`src/rtl/elastic_delay_line.sv`:
```
// elastic_delay_line: DEPTH-stage WIDTH-bit register pipeline with per-stage valids,
// valid/ready handshakes on both sides, bubble collapse and synchronous flush.
module elastic_delay_line #(
  parameter int WIDTH = 8,
  parameter int DEPTH = 4
) (
  input  logic                         clock,
  input  logic                         reset_n,
  input  logic [WIDTH-1:0]             data_in,
  input  logic                         in_valid,
  output logic                         in_ready,
  output logic [WIDTH-1:0]             data_out,
  output logic                         out_valid,
  input  logic                         out_ready,
  input  logic                         flush,
  output logic [$clog2(DEPTH+1)-1:0]   count
);
  localparam int CW = $clog2(DEPTH+1);
  logic [DEPTH-1:0] r_v;
  logic [WIDTH-1:0] r_d [DEPTH];
  logic [CW-1:0]    r_count;
  logic [DEPTH-1:0] w_take;
  logic             w_acc;
  logic             w_hs;
  // A stage can take a word when the sink is ready or any stage at or after it is empty.
  always_comb begin
    w_take = '0;
    for (int i = 0; i < DEPTH; i++)
      w_take[i] = out_ready || !(&(r_v | DEPTH'((DEPTH'(1) << i) - DEPTH'(1))));
  end
  assign w_acc     = in_valid && !flush && w_take[0];
  assign w_hs      = r_v[DEPTH-1] && out_ready;
  assign in_ready  = reset_n && !flush && w_take[0];
  assign data_out  = r_d[DEPTH-1];
  assign out_valid = r_v[DEPTH-1];
  assign count     = r_count;
  // Data only loads behind a valid word, so data_out holds its last value once drained.
  always_ff @(posedge clock or negedge reset_n) begin
    if (!reset_n) begin
      r_v     <= '0;
      r_count <= '0;
      for (int i = 0; i < DEPTH; i++) r_d[i] <= '0;
    end else if (flush) begin
      r_v     <= '0;
      r_count <= '0;
    end else begin
      if (w_take[0]) begin
        r_v[0] <= w_acc;
        if (w_acc) r_d[0] <= data_in;
      end
      for (int i = 1; i < DEPTH; i++) begin
        if (w_take[i]) begin
          r_v[i] <= r_v[i-1];
          if (r_v[i-1]) r_d[i] <= r_d[i-1];
        end
      end
      r_count <= r_count + CW'(w_acc) - CW'(w_hs);
    end
  end
endmodule

```
`config.mk`:
```
export PLATFORM = sky130hd
export DESIGN_NAME = elastic_delay_line
export DESIGN_NICKNAME = d
export VERILOG_FILES = /design/src/rtl/elastic_delay_line.sv
export SDC_FILE = /design/constraint.sdc
export NUM_CORES = 1
export LEC_CHECK = 0
export ABC_AREA = 1
export BUFFER_PORTS_ARGS = -buffer_cell sky130_fd_sc_hd__buf_2
export CORE_MARGIN = 1.5
export CORE_UTILIZATION = 55
export CTS_CLUSTER_SIZE = 12
export DETAILED_ROUTE_END_ITERATION = 12
export GPL_ROUTABILITY_DRIVEN = 1
export GPL_TIMING_DRIVEN = 0
export PLACE_DENSITY_LB_ADDON = 0.08
export RECOVER_POWER = 50
export SLEW_MARGIN = 10
export SYNTH_ARGS = -nofsm -noshare
export SYNTH_HDL_FRONTEND = slang
export SYNTH_SLANG_ARGS = --single-unit
```
`constraint.sdc`:
```
create_clock -name clock -period 3.98 [get_ports clock]
set_input_delay 0.597 -clock clock [delete_from_list [all_inputs] [get_ports clock]]
set_output_delay 0.597 -clock clock [all_outputs]
set_load 0.02 [all_outputs]
```
==> impl_metrics.ini, run 1 <==
[status]
status = complete, no violations

[worst_setup_path]
cp.arrival_ps = 1800
cp_max_fo = 10
startpoint_type = flop
critical_path_depth = 7
worstSetupPathType = flop to primary output
critPathBufInv = 2
slowest_stage = nor2_1
endpoint_kind = primary output
critical_path.most_common_cell = nor2_1
reg2regPathDepth = 11
cp_cell_sequence = nand2_2 -> nor2_1 -> nand2_4 -> buf_6 -> nand2_1 -> nor2_1 -> buf_2
crit_required_ps = 3380
crit_family = simple AND/OR/NAND/NOR gates
slowest_delay_ps = 470

[routing]
vias = 1174
wl_microns = 2584
vias_per_cell = 4.604
dr.pass1.iters = 4
drtIter0Drc = 32
drtAntennaViolNets = 0
wire_per_inst_microns = 10.13
drcViolationCount = 0

[timing]
finalMaxSlewViolations = 0
rsz0062_at_grt = no
final.period_utilization = 0.6025
max_freq_mhz = 417.0
max_slew_margin = 0.4350
fin_crit_ps = 2398
final_hold_viol_count = 0
finalClockSkew_ps = 3.261
tightest_slew_ps = 847.5
fin_tns_setup_ps = 0
holdWs_ps = 363.1
setup_viol = 0

[placed_design]
hpwl_microns = 1966
place_area_sq_mm = 0.001991
portBuffers = 24
place.gp.congestion = 0.7491

[yosys]
ys_top_cells_by_count = nand2_1 (53), dfrtp_1 (39), nand3_1 (17)
synth.most_common_cell = nand2_1
synth-seq-cells = 39
yosysSeqAreaShare = 0.5376
synth_cells = 180
async_flop_share = 1.000
ys.warnings.count = 0
syn-num-nets = 196
syn_area_sq_mm = 0.001815
synth_top_cells_by_area = dfrtp_1 (54%), nand2_1 (11%), o21ai_2 (7.7%)
synth_edf_count = 0
synth_cell_type_count = 23
synth_top_cell_area_share = 0.5376
synth_largest_area_cell = dfrtp_1
avgSynthCellArea_sq_um = 10.09
synth-main-ff-cell = dfrtp_1

[clock_tree]
clockBufferDepth = 2
cts_tree = built
cts_root_buf = clkbuf_4
cts_hold_buf = 0
cts-resized-gates = 0
numCtsBuffers = 5
cts-htree-levels = 2
cts.sinks = 39
cts.clk_slew.worst_paths_ps = 100
cts_setup_buffers = 0
clock_latency_ps = 330

[die]
io_pins = 26
die_x_microns = 60.46
die_h_microns = 60.46
die_area_sq_mm = 0.003655
coreArea_sq_mm = 0.003103
rows = 20
start_util = 0.5851

[global_routing]
grt_pass1_wl_microns = 4540
grt_pass1_vias = 1042
grt_start_max_net_pins = 41
grt-ovfl-total = 0
grt_usage = 0.1769
antenna_found_initial = 0

[final_layout]
area_growth_pct = 10.20
layout.nets = 227
stdcell_area_sq_mm = 0.002001
antenna_cells = 0
drive_above_1_share = 0.3365

[pwr]
pwr_density_cell_mw_per_mm2 = 454.2
total_leakage_power_nw = 1.101
ir_worst_vdd_v = 0.0002300

[flow_run]
drv_cap = 0

[min_path]
hold_class = input port to asynchronous set/reset pin
## layout by cell type (no fill, tap or decap), types with 3 or more instances in the layout
cell / count
clkbuf_4: 5
buf_4: 8
nand2_2: 3
dfrtp_1: 39
buf_2: 24
inv_1: 15
nand3_1: 18
nor2_1: 5
nand2_1: 54
o21ai_2: 14
o21ai_0: 3
nand2_4: 5
## through the flow
stage	power [W]	worst slack, ps	cells	utilization
final	0.0009088	1582	255	0.6448
after global routing	0.0009760	1399	255	0.6448
after CTS	0.0009279	1691	255	0.6597
after detailed placement	0.0007305	1609	248	0.6415
after global placement	0.0007200	1716	248	0.6415
after floorplan	0.0006712	1828	180	-
## logic make-up after synthesis
kind of cell             count (synthesis)  synth area share
flip-flops                              39            0.5376
AND/OR/NAND/NOR                         89            0.2495
AO/OA/AOI/OAI                           20           0.09028
buffers and inverters                   29           0.09786
adder cells (fa/ha/maj)                  3           0.02481
## final timing paths
kind / slack, ps / from / end
max in group asynchronous: 3090 / reset_n / r_d[27]
worst max register to register: 1590 / r_v[3] / count[2]
min in group clock: 470 / flush / r_v[0]
worst min-delay path: 360 / reset_n / count[2]
worst min register to register: 480 / r_d[26] / r_d[26]
worst max-delay path: 1580 / r_v[3] / in_ready
## power breakdown
part	leakage [nW]	total (W)	switching [W]	internal [W]
Sequential	0.502	0.000500	0.0000337	0.000466
Clock	0.0341	0.000196	0.000114	0.0000819
Combinational	0.565	0.000213	0.000117	0.0000958
Total	1.10	0.000909	0.000265	0.000644
## routing by layer
layer / vias to the layer above / track usage / wire length (microns)
met5: - / 0 / 0
met1: 523 / 0.2078 / 1149
met4: 0 / 0.06522 / 19
met2: 28 / 0.2904 / 1303
li1: 621 / - / -
met3: 2 / 0.07676 / 112
## layout make-up
type                    count  area (sq um)
clock inverters             1         5.005
clock buffers               6         51.30
inverters                  17         68.82
well taps                  44         55.05
flip-flops and latches     39         975.9
plain buffers              12         101.3
fillers                   289          1102
multi-input cells         112         623.1
repair buffers             24         120.1
## flip-flops by register name, summed over array words and instances, names as in the netlist
signal / cells
count: 3
data_out: 8
r_d: 24
r_v: 4
(Power assumes the default switching activity.)
==> inputs of run 2 (changes only) <==
Settings changed: CORE_UTILIZATION 55 to 50.
Clock period 3.98 ns to 1.9 ns, I/O delays scaled along.
==> impl_metrics.ini, run 2 (synthesis gave the netlist of run 1 again) <==
[routing]
vias_per_cell = 4.519
wl_microns = 2706
vias = 1193
drcViolationCount = 0
wire_per_inst_microns = 10.25
drtIter0Drc = 34
dr.pass1.iters = 4
drtAntennaViolNets = 0

[clock_tree]
cts.sinks = 39
clock_latency_ps = 330
cts_tree = built
clockBufferDepth = 2
cts_root_buf = clkbuf_4
cts.clk_slew.worst_paths_ps = 110
cts-htree-levels = 2
numCtsBuffers = 5

[worst_setup_path]
startpoint_type = flop
cp.arrival_ps = 2030
slowest_stage = fa_2
endpoint_kind = flop
worstSetupPathType = flop to flop
crit_required_ps = 2130
r2r_slack_ps = 90
slowest_delay_ps = 520
critPathBufInv = 2
cp_max_fo = 2
cp_cell_sequence = nand2_4 -> nor2_8 -> nand2_4 -> nand2_8 -> ha_4 -> inv_2 -> ha_4 -> inv_2 -> fa_2 -> nor2_1
crit_family = adder cells

[die]
die_h_microns = 63.26
io_pins = 26
start_util = 0.5315
die_x_microns = 63.26
rows = 21
die_area_sq_mm = 0.004001
coreArea_sq_mm = 0.003416

[timing]
max_slew_margin = 0.3873
final_hold_viol_count = 0
fin_ws_ps = 93.56
setup_viol = 0
finalClockSkew_ps = 9.685
final.period_utilization = 0.9508
finalMaxSlewViolations = 0
fin_crit_ps = 1806
max_freq_mhz = 553.6
tightest_slew_ps = 919.1

[global_routing]
grt_pass1_wl_microns = 5168
antenna_found_initial = 0
grt_start_max_net_pins = 41
grt_pass1_vias = 1154
grt-ovfl-total = 0
grt_usage = 0.1633

[final_layout]
drive_above_1_share = 0.4450
instances_no_fill = 264
stdcell_area_sq_mm = 0.002181
layout.nets = 233
regMostFlops = r_d
mostFrequentLayoutCell = nand2_1
area_growth_pct = 20.12
final_cell_mix = nand2_1 (52), dfrtp_1 (37), buf_2 (22)
antenna_cells = 0
largest_reg_flops = 24
final_util = 0.6385

[pwr]
pwr_density_cell_mw_per_mm2 = 957.1
ir_worst_vdd_v = 0.0004847
seq_power_share = 0.502
total_leakage_power_nw = 1.176
p_int_w = 0.001503
clkPwrFrac = 0.270
switchingPower_w = 0.0005840
switching_share = 0.2798
combPwrFrac = 0.228

[status]
status = complete, no violations

[min_path]
hold_class = input port to asynchronous set/reset pin

[placed_design]
hpwl_microns = 1987
post-place-ws_ps = -75.68
placed_cells = 250
portBuffers = 24
place_area_sq_mm = 0.002027
place.gp.congestion = 0.7038

[flow_run]
drv_cap = 0
-- run 2: cell count changes in the layout (fill, tap and decap cells not counted), sizes merged --
cell    delta
bufinv     +1
buf        +6
-- run 2: worst reg2reg max path: stages (launching register included) --
cell and delay (ps):
dfrtp_2 440, nand2_4 90, nor2_8 40, nand2_4 80, nand2_8 50, ha_4 240, inv_2 60, ha_4 120
inv_2 30, fa_2 520, nor2_1 40
-- run 2: what timing repair did --
item,in CTS,in global routing
resized for setup,1,8
pin swaps,1,6
setup endpoints to repair,2,2
endpoints found under the hold margin,0,0
setup buffers,3,4
hold buffers,0,0
-- run 2: layout make-up --
class	count	area, sq um
buffer	11	97.59
clock buffer	6	51.30
clock inverter	2	35.03
fill	289	1235
inverter	17	68.82
multi-input combinational	112	716.9
sequential	39	978.4
tap	46	57.56
timing repair buffer	31	175.2
-- run 2: worst paths after layout --
path | start | endpoint | depth (start not counted)
setup / recovery | r_v[3] | count[1] | 10
hold / removal | reset_n | data_out[5] | 1
setup reg to reg | r_v[3] | count[1] | 10
hold reg to reg | r_d[17] | r_d[17] | 2
max in group asynchronous | reset_n | r_v[1] | 1
min in group clock | flush | r_v[0] | 2
-- run 2: stage by stage --
step / hold WS [ps] / TNS (ps) / power, W
2_1_floorplan: -10.59 / -20.42 / 0.001412
3_3_place_gp: 426.5 / -28.28 / 0.001516
3_5_place_dp: 437.1 / -135.0 / 0.001536
4_1_cts: 65.86 / 0 / 0.002104
5_1_grt: 120.8 / -9.439 / 0.002234
6_report: 69.55 / 0 / 0.002087
-- run 2: routing by layer --
metal  GRT usage  wire, microns  vias up
li1            -              -      628
met1      0.2092           1219      536
met2      0.2633           1336       24
met3     0.03929            101        5
met4     0.07337             47        0
met5           0              0        -
-- run 2: power by group through the flow --
stage | logic [W] | registers [W] | clock network [W]
3_3_place_gp | 0.000457 | 0.00106 | 0
6_report | 0.000476 | 0.00105 | 0.000564
3_5_place_dp | 0.000470 | 0.00107 | 0
5_1_grt | 0.000532 | 0.00107 | 0.000636
4_1_cts | 0.000474 | 0.00105 | 0.000581
2_1_floorplan | 0.000354 | 0.00106 | 0
==> inputs of run 3 (changes only) <==
Settings changed: CORE_UTILIZATION 50 to 53, CTS_BUF_LIST set to sky130_fd_sc_hd__clkbuf_4.
==> impl_metrics.ini, run 3 (synthesis gave the netlist of run 1 again) <==
[global_routing]
grt-ovfl-total = 0
grt_start_max_net_pins = 41
grt_usage = 0.1865
grt_pass1_vias = 1157
grt_pass1_wl_microns = 5078
antenna_found_initial = 0

[final_layout]
area_growth_pct = 19.78
drive_above_1_share = 0.4266
regMostFlops = r_d
final_util = 0.6568
largest_reg_flops = 24
mostFrequentLayoutCell = nand2_1
final_cell_mix = nand2_1 (53), dfrtp_1 (37), buf_2 (23)
stdcell_area_sq_mm = 0.002175
antenna_cells = 0
layout.nets = 233

[pwr]
p_int_w = 0.001469
switchingPower_w = 0.0006182
power_w = 0.002087
ir_worst_vdd_v = 0.0005053
seq_power_share = 0.503
total_leakage_power_nw = 1.178
switching_share = 0.2962
combPwrFrac = 0.229
clkPwrFrac = 0.268
pwr_density_cell_mw_per_mm2 = 959.9

[worst_setup_path]
slowest_stage = fa_2
startpoint_type = flop
endpoint_kind = flop
worstSetupPathType = flop to flop
slowest_delay_ps = 510
critPathBufInv = 2
cp_cell_sequence = nand2_4 -> nor2_8 -> nand2_4 -> nand2_8 -> ha_4 -> inv_4 -> ha_4 -> inv_2 -> fa_2 -> nor2_1
cp_max_fo = 3
crit_required_ps = 2140
r2r_slack_ps = 50
cp.arrival_ps = 2090
crit_family = adder cells

[placed_design]
portBuffers = 24
place.gp.congestion = 0.6809
hpwl_microns = 2129
place_area_sq_mm = 0.002027

[timing]
finalClockSkew_ps = 11.88
finalMaxSlewViolations = 0
final_hold_viol_count = 0
setup_viol = 0
max_freq_mhz = 541.6
holdWs_ps = 55.80
rsz0062_at_grt = yes
max_slew_margin = 0.3663
final.period_utilization = 0.9717
tightest_slew_ps = 950.6
fin_crit_ps = 1846

[clock_tree]
cts_hold_buf = 0
cts-htree-levels = 2
clockBufferDepth = 2
cts_root_buf = clkbuf_4
cts.sinks = 39
clock_latency_ps = 350
cts.clk_slew.worst_paths_ps = 120
numCtsBuffers = 5
cts_tree = built

[die]
start_util = 0.5484
rows = 21
coreArea_sq_mm = 0.003311
io_pins = 26
die_area_sq_mm = 0.003785
die_h_microns = 61.53
die_x_microns = 61.53

[routing]
wl_microns = 2910
wire_per_inst_microns = 11.02
vias_per_cell = 4.705
vias = 1242
drtIter0Drc = 38
dr.pass1.iters = 2
drcViolationCount = 0
drtAntennaViolNets = 0

[status]
status = complete, no violations

[min_path]
hold_class = input port to asynchronous set/reset pin

[flow_run]
drv_cap = 0
==> run 3: cell count changes in the layout (fill, tap and decap cells not counted), sizes merged <==
| cell | previous run | this run |
|---|---|---|
| clkbuf | 7 | 6 |
| clkinv | 2 | 3 |
==> run 3: power groups by stage <==
| stage | sequential, W | clock (W) | combinational [W] |
|---|---|---|---|
| finish | 0.00105 | 0.000560 | 0.000478 |
| global route | 0.00106 | 0.000616 | 0.000542 |
| CTS | 0.00105 | 0.000571 | 0.000483 |
| detailed placement | 0.00107 | 0 | 0.000473 |
| global placement | 0.00106 | 0 | 0.000456 |
| floorplan | 0.00106 | 0 | 0.000354 |
==> run 3: metal layers <==
metal / global-route usage / up-vias / part of all wire
met5: 0 / - / 0
met4: 0.08511 / 0 / 0.018
met3: 0.05882 / 6 / 0.045
met2: 0.3068 / 29 / 0.52
met1: 0.2230 / 573 / 0.42
li1: - / 634 / -
==> run 3: final timing paths <==
kind | startpoint | to | cells after the start
max in group asynchronous | reset_n | r_v[1] | 1
min reg2reg | r_d[26] | r_d[26] | 2
max reg2reg | r_v[3] | count[1] | 10
min in group clock | flush | r_v[0] | 2
min | reset_n | r_v[2] | 1
max | r_v[3] | count[1] | 10
==> run 3: through the flow <==
step / std cells / TNS, ps / setup WS [ps]
after global routing: 264 / -37.41 / -22.59
after detailed placement: 250 / -135.4 / -78.06
after global placement: 250 / -29.31 / -29.31
final: 264 / 0 / 53.76
after floorplan: 180 / -20.42 / -20.42
after CTS: 262 / 0 / 27.64
==> run 3: repair_timing <==
item / CTS / global route
gates cloned: 0 / 0
resized for setup: 2 / 3
setup buffers: 4 / 2
pin swaps: 2 / 4
setup endpoints to repair: 2 / 2
==> run 3: layout make-up <==
type / instances / area [sq um]
clock inverters: 3 / 43.79
inverters: 17 / 71.32
clock buffers: 5 / 37.54
well taps: 46 / 57.56
fillers: 294 / 1136
repair buffers: 30 / 165.2
plain buffers: 12 / 108.9
multi-input cells: 112 / 711.9
flip-flops and latches: 39 / 978.4
